File: src/rtl/reg_file32.sv
// -----------------------------------------------------------------------------
// reg_file32 -- 2**AW x WIDTH register file: one write port, two read ports.
//
// Register 0 is hardwired to zero: writes to it are discarded and it always
// reads 0. The other registers load D on a rising Clk edge when selected by
// the write decode. Reads are purely combinational, with no write-to-read
// bypass, so a read of the address being written returns the old contents
// until the capturing edge. A synchronous clear wipes every register and
// takes priority over a simultaneous write.
//
// Ports
//   Clk  in   1      clock, all state changes on the rising edge
//   Clr  in   1      synchronous active-high clear of every register
//   We   in   1      write enable
//   Wn   in   AW     write register number
//   D    in   WIDTH  write data
//   Rna  in   AW     read port A register number
//   Rnb  in   AW     read port B register number
//   Qa   out  WIDTH  read port A data (combinational)
//   Qb   out  WIDTH  read port B data (combinational)
// -----------------------------------------------------------------------------
module reg_file32 #(
    parameter int WIDTH = 32,
    parameter int AW    = 5
) (
    input  logic             Clk,
    input  logic             Clr,
    input  logic             We,
    input  logic [AW-1:0]    Wn,
    input  logic [WIDTH-1:0] D,
    input  logic [AW-1:0]    Rna,
    input  logic [AW-1:0]    Rnb,
    output logic [WIDTH-1:0] Qa,
    output logic [WIDTH-1:0] Qb
);

    localparam int NREG = 2 ** AW;

    logic [NREG-1:0]  wen_s;
    logic [WIDTH-1:0] regs_r [NREG];

    // Write decode: one-hot register enable, none for register 0 or We low.
    always_comb begin
        wen_s = {NREG{1'b0}};
        if (We && (Wn != {AW{1'b0}})) begin
            wen_s[Wn] = 1'b1;
        end else begin
            wen_s = {NREG{1'b0}};
        end
    end

    // Register storage: clear has priority over any write in the same cycle.
    always_ff @(posedge Clk) begin
        if (Clr) begin
            for (int k = 0; k < NREG; k++) begin
                regs_r[k] <= {WIDTH{1'b0}};
            end
        end else begin
            // Register 0 is pinned to zero so it is defined even before any clear.
            regs_r[0] <= {WIDTH{1'b0}};
            for (int k = 1; k < NREG; k++) begin
                if (wen_s[k]) begin
                    regs_r[k] <= D;
                end else begin
                    regs_r[k] <= regs_r[k];
                end
            end
        end
    end

    // Read port A: combinational mux, address 0 forced to zero.
    always_comb begin
        Qa = {WIDTH{1'b0}};
        if (Rna == {AW{1'b0}}) begin
            Qa = {WIDTH{1'b0}};
        end else begin
            Qa = regs_r[Rna];
        end
    end

    // Read port B: combinational mux, address 0 forced to zero.
    always_comb begin
        Qb = {WIDTH{1'b0}};
        if (Rnb == {AW{1'b0}}) begin
            Qb = {WIDTH{1'b0}};
        end else begin
            Qb = regs_r[Rnb];
        end
    end

endmodule

File: config.mk
export PLATFORM = sky130hd
export DESIGN_NAME = reg_file32
export DESIGN_NICKNAME = d
export VERILOG_FILES = /design/src/rtl/reg_file32.sv
export SDC_FILE = /design/constraint.sdc
export NUM_CORES = 2
export LEC_CHECK = 0
export BUFFER_PORTS_ARGS = -buffer_cell sky130_fd_sc_hd__buf_2
export CAP_MARGIN = 40
export CORE_MARGIN = 10
export CORE_UTILIZATION = 55
export CTS_CLUSTER_DIAMETER = 40
export DETAILED_ROUTE_END_ITERATION = 10
export HOLD_SLACK_MARGIN = 0.15
export PLACE_DENSITY = 0.71
export SYNTH_ARGS = -nofsm -noshare
export SYNTH_HDL_FRONTEND = slang
export SYNTH_SLANG_ARGS = --single-unit
File: constraint.sdc
create_clock -name Clk -period 4.46 [get_ports Clk]
set_input_delay 0.892 -clock Clk [delete_from_list [all_inputs] [get_ports Clk]]
set_output_delay 0.892 -clock Clk [all_outputs]
set_load 0.005 [all_outputs]
# Word-level counts from Yosys, hierarchy flattened
# Memory sizes are Yosys's and may differ from the RTL's.
# Cells that the tools add are included.
[totals]
ff_bits = 0
mem_bits_rw = 1024
inputBits = 50
out_inout_bits = 64
word_cells = 390
memories = 1
[memory_table]
columns = ["memory", "depth", "word_bits", "rd", "rd_ports_with_merged_regs", "write_ports", "line", "source"]
rows = [
  ["regs_r", 32, 32, 2, 0, 32, "40", "logic [WIDTH-1:0] regs_r [NREG];"],
]
[classes]
n_lt_le_gt_ge = 2
eq_ne = 31
muxes = 257
bitwise_logic = 63
n_reduce_logical = 36
[op_table]
columns = ["operator", "count"]
rows = [
  ["32-bit 2-to-1 mux", 66],
  ["1-bit 2-to-1 mux", 190],
  ["1-bit OR", 63],
  ["2-bit AND reduction", 31],
  ["0-bit != test", 31],
  ["5-bit logical NOT", 2],
  ["5-bit by 6-bit < comparator with 1-bit output, second input constant", 1],
  ["1-bit demux with 5-bit select", 1],
  ["5-bit by 1-bit >= comparator with 1-bit output, second input constant", 1],
  ["5-bit nonzero test", 1],
  ["1-bit logical AND", 2],
]

# Depth between registers and ports, before layout
[depth]
depth_word = 10
mapped_depth = 9

# Worst setup path after synthesis
# No wires, ideal clock.
[synth_timing]
path_kind = "input to output"
startpoint = "input Rnb[1]"
endpoint = "output Qb[11]"
arrival_time_ns = 2.578
slack_ns = 0.990
cell_stages = 6
path_cell_list = "buf_4 > buf_2 > clkbuf_1 > mux4_2 > mux4_2 > o21a_1"
[synth_via]
elab_chain_cells = 2
[synth_lines]
columns = ["element", "line", "source"]
rows = [
  ["start, declared", "32", "input logic [AW-1:0] Rnb,"],
  ["memory 32 x 32 bit or 5-bit logical NOT (tied branches)", "--", ""],
  ["32-bit 2-to-1 mux (*)", "84", "if (Rnb == {AW{1'b0}}) begin"],
  ["end, declared", "34", "output logic [WIDTH-1:0] Qb"],
]
# Mark *: on every way between the ends. The rest lies on a longest branch, timed or not.

# Worst setup path after layout
[layout_timing]
startpoint = "input Rna[1]"
endpoint = "output Qa[11]"
[layout_via]
elab_chain_cells = 2
[layout_lines]
columns = ["element", "line", "source"]
rows = [
  ["start, declared", "31", "input logic [AW-1:0] Rna,"],
  ["memory 32 x 32 bit or 5-bit logical NOT (tied branches)", "--", ""],
  ["32-bit 2-to-1 mux (*)", "74", "if (Rna == {AW{1'b0}}) begin"],
  ["end, declared", "33", "output logic [WIDTH-1:0] Qa,"],
]
# Marks and branches as above.

==> impl_metrics.ini <==
[synthesis]
synth-seq-cells = 992
synth-edff-count = 992
yosys.area.top_type = edfxtp_1
async_flop_share_pct = 0
yosysWarnings = 0
synth.top_cells.by_count = 992 x edfxtp_1, 592 x nor2_1, 414 x mux4_2, 202 x mux2i_1, 181 x clkbuf_1
syn_area_sq_mm = 0.0492
synth-seq-area-share_pct = 60.6
syn-num-nets = 3194
synth_cell_type_count = 48
yosysMostFrequentCell = edfxtp_1
postSynthAreaPerCell_sq_um = 15.6
synth_cells = 3144
synth.area.top_cells = edfxtp_1 61%, mux4_2 19%, nor2_1 4.5%
ys.flop_type = edfxtp_1
yosys.area.top_type_share_pct = 60.6

[cells_and_area]
reg_top3 = regs_r (992)
fin_nets = 3320
finalInstanceArea_sq_mm = 0.0566
layout-area-overhead-vs-synth_pct = 15.1
utilization_pct = 63.9
fillers = 6124
layout-drive-gt1-share_pct = 29.9
largest_reg_flops = 992
regMostFlops = regs_r

[floorplanning]
num_io_pins = 114
core-area_sq_mm = 0.0885
rows = 109
initial_utilization_pct = 55.6
dieArea_sq_mm = 0.102
die_h_microns = 319
fp.dieW_microns = 319

[sta]
rsz0062_at_grt = no
fin_crit_ns = 4.18
max_freq_ghz = 0.239
fin_setup_tns_ns = 0
worstMarginPinSlew_ns = 0.998
fin_crit_sh_pct = 93.7
finalSetupViolCount = 0
slew_violations = 0
slew_headroom_pct = 33.5
hold_viol_final = 0

[detailed_routing]
vias_per_cell = 7.26
wl_per_cell_microns = 36.1
drt_iter0_drc = 5404
wl_mm = 164
first_pass_iters = 6
wl_met3_mm = 25.4
routed-wl-met2_mm = 74.7
drc = 0
wl_met1_mm = 55.1
vias = 32993
drtAntennaViolNets = 0
highest_layer = met5

[place]
dp_hpwl_mm = 98.1
io_buffer_count = 113
place_congestion = 0.890
place_area_sq_mm = 0.0520

[critical_path]
worst_setup_path_start_kind = input pin
slowest_stage = a2111oi_0
crit_family = buffers and inverters
crit_buf_inv = 4
arrival_ns = 3.29
crit_chain = buf_8 -> buf_4 -> mux2i_1 -> nor2_1 -> a2111oi_0 -> nor4_1 -> clkdlybuf4s18_2 -> buf_2
worst-path-max-fanout = 29
worstSetupPathType = input pin to primary output
critPathMaxStageDelay_ns = 0.65
crit_required_ns = 3.57
endpoint_kind = primary output

[cts]
cts_buffers = 139
post_cts_buffers = 0
path_clk_slew_ns = 0.05
clock_sinks = 992
holdBufCountCts = 0
cts_tree = built
cts-resized-gates = 0
cts-htree-levels = 4
root_buffer = clkbuf_16
clockBufferDepth = 3

[global_routing]
grt_first_pass_wirelength_mm = 234
grt_start_max_net_pins = 80
grt_overflow = 0
track_usage_pct = 31.9
antenna_found_initial = 9
first_global_vias = 33179

[pwr]
power_density_mw_per_mm2 = 445
vdd_ir_drop_max_mv = 0.463
power_leakage_uw = 0.0196
finalPower_uw = 25200

[outcome]
status = finished, final reports clean

[min_path]
hp-class = input pin to flip-flop

[run]
maxCapViolCount = 0
through the flow:
step / setup WS (ns) / hold slack (ns) / instances
2_1_floorplan: 0.990 / 1.29 / 3144
6_report: 0.281 / 0.685 / 4546
4_1_cts: 0.328 / 0.659 / 4545
3_3_place_gp: 0.332 / 1.42 / 4290
3_5_place_dp: 0.331 / 1.43 / 4294
5_1_grt: 0.197 / 0.699 / 4545
layout make-up:
| type | instances | area, sq um | area share [%] |
|---|---|---|---|
| Inverter | 32 | 120 | 0.212 |
| Clock inverter | 101 | 1040 | 1.84 |
| Timing Repair Buffer | 299 | 2620 | 4.62 |
| Clock buffer | 150 | 3540 | 6.26 |
| Tap cell | 1165 | 1460 | 2.58 |
| Antenna cell | 1 | 2.50 | 0.00442 |
| Sequential cell | 992 | 29800 | 52.6 |
| Multi-Input combinational cell | 1806 | 18000 | 31.9 |
worst paths after layout:
check | startpoint | endpoint | slack [ns] | cells after the start
setup / recovery | Rna[1] | Qa[11] | 0.28 | 8
hold / removal | D[23] | regs_r[15][23] | 0.69 | 4
metal layers:
metal  vias up  track usage, %
li1      12717               -
met4        12            16.0
met3       574            10.2
met2      3007            48.3
met5         -               0
met1     16683            41.4
kinds of logic (layout without fill, tap and decap cells):
| kind of cell | Yosys count | count (layout) | synth area share (%) |
|---|---|---|---|
| flip-flops | 992 | 992 | 60.6 |
| AND/OR/NAND/NOR | 842 | 842 | 7.47 |
| multiplexers | 666 | 666 | 24.2 |
| buffers and inverters | 346 | 582 | 3.28 |
| AO/OA/AOI/OAI | 298 | 298 | 4.47 |
| other | 0 | 1 | 0 |
where the power goes:
group,switching [uW],internal [uW],leakage [uW]
Sequential,333,11000,0.00952
Clock,4330,6580,0.00223
Combinational,1690,1280,0.00783
Total,6360,18800,0.0196
cells in the final DEF (no fill, tap or decap), drive strengths merged, types with 3 or more instances in the layout:
cell type,count
a2111oi,23
a211o,21
a211oi,45
a21oi,22
a221oi,12
a22o,8
a22oi,37
and3,3
buf,297
bufinv,13
clkbuf,150
clkinv,60
clkinvlp,9
edfxtp,992
inv,51
mux2,50
mux2i,202
mux4,414
nand2,44
nand2b,68
nand3,4
nand3b,5
nor2,592
nor2b,75
nor3,14
nor3b,4
nor4,23
o21a,10
o21ai,23
o21bai,12
o221ai,22
o22ai,44
o31a,10
or2,3
Note: power is estimated with default switching activity, not from simulation.
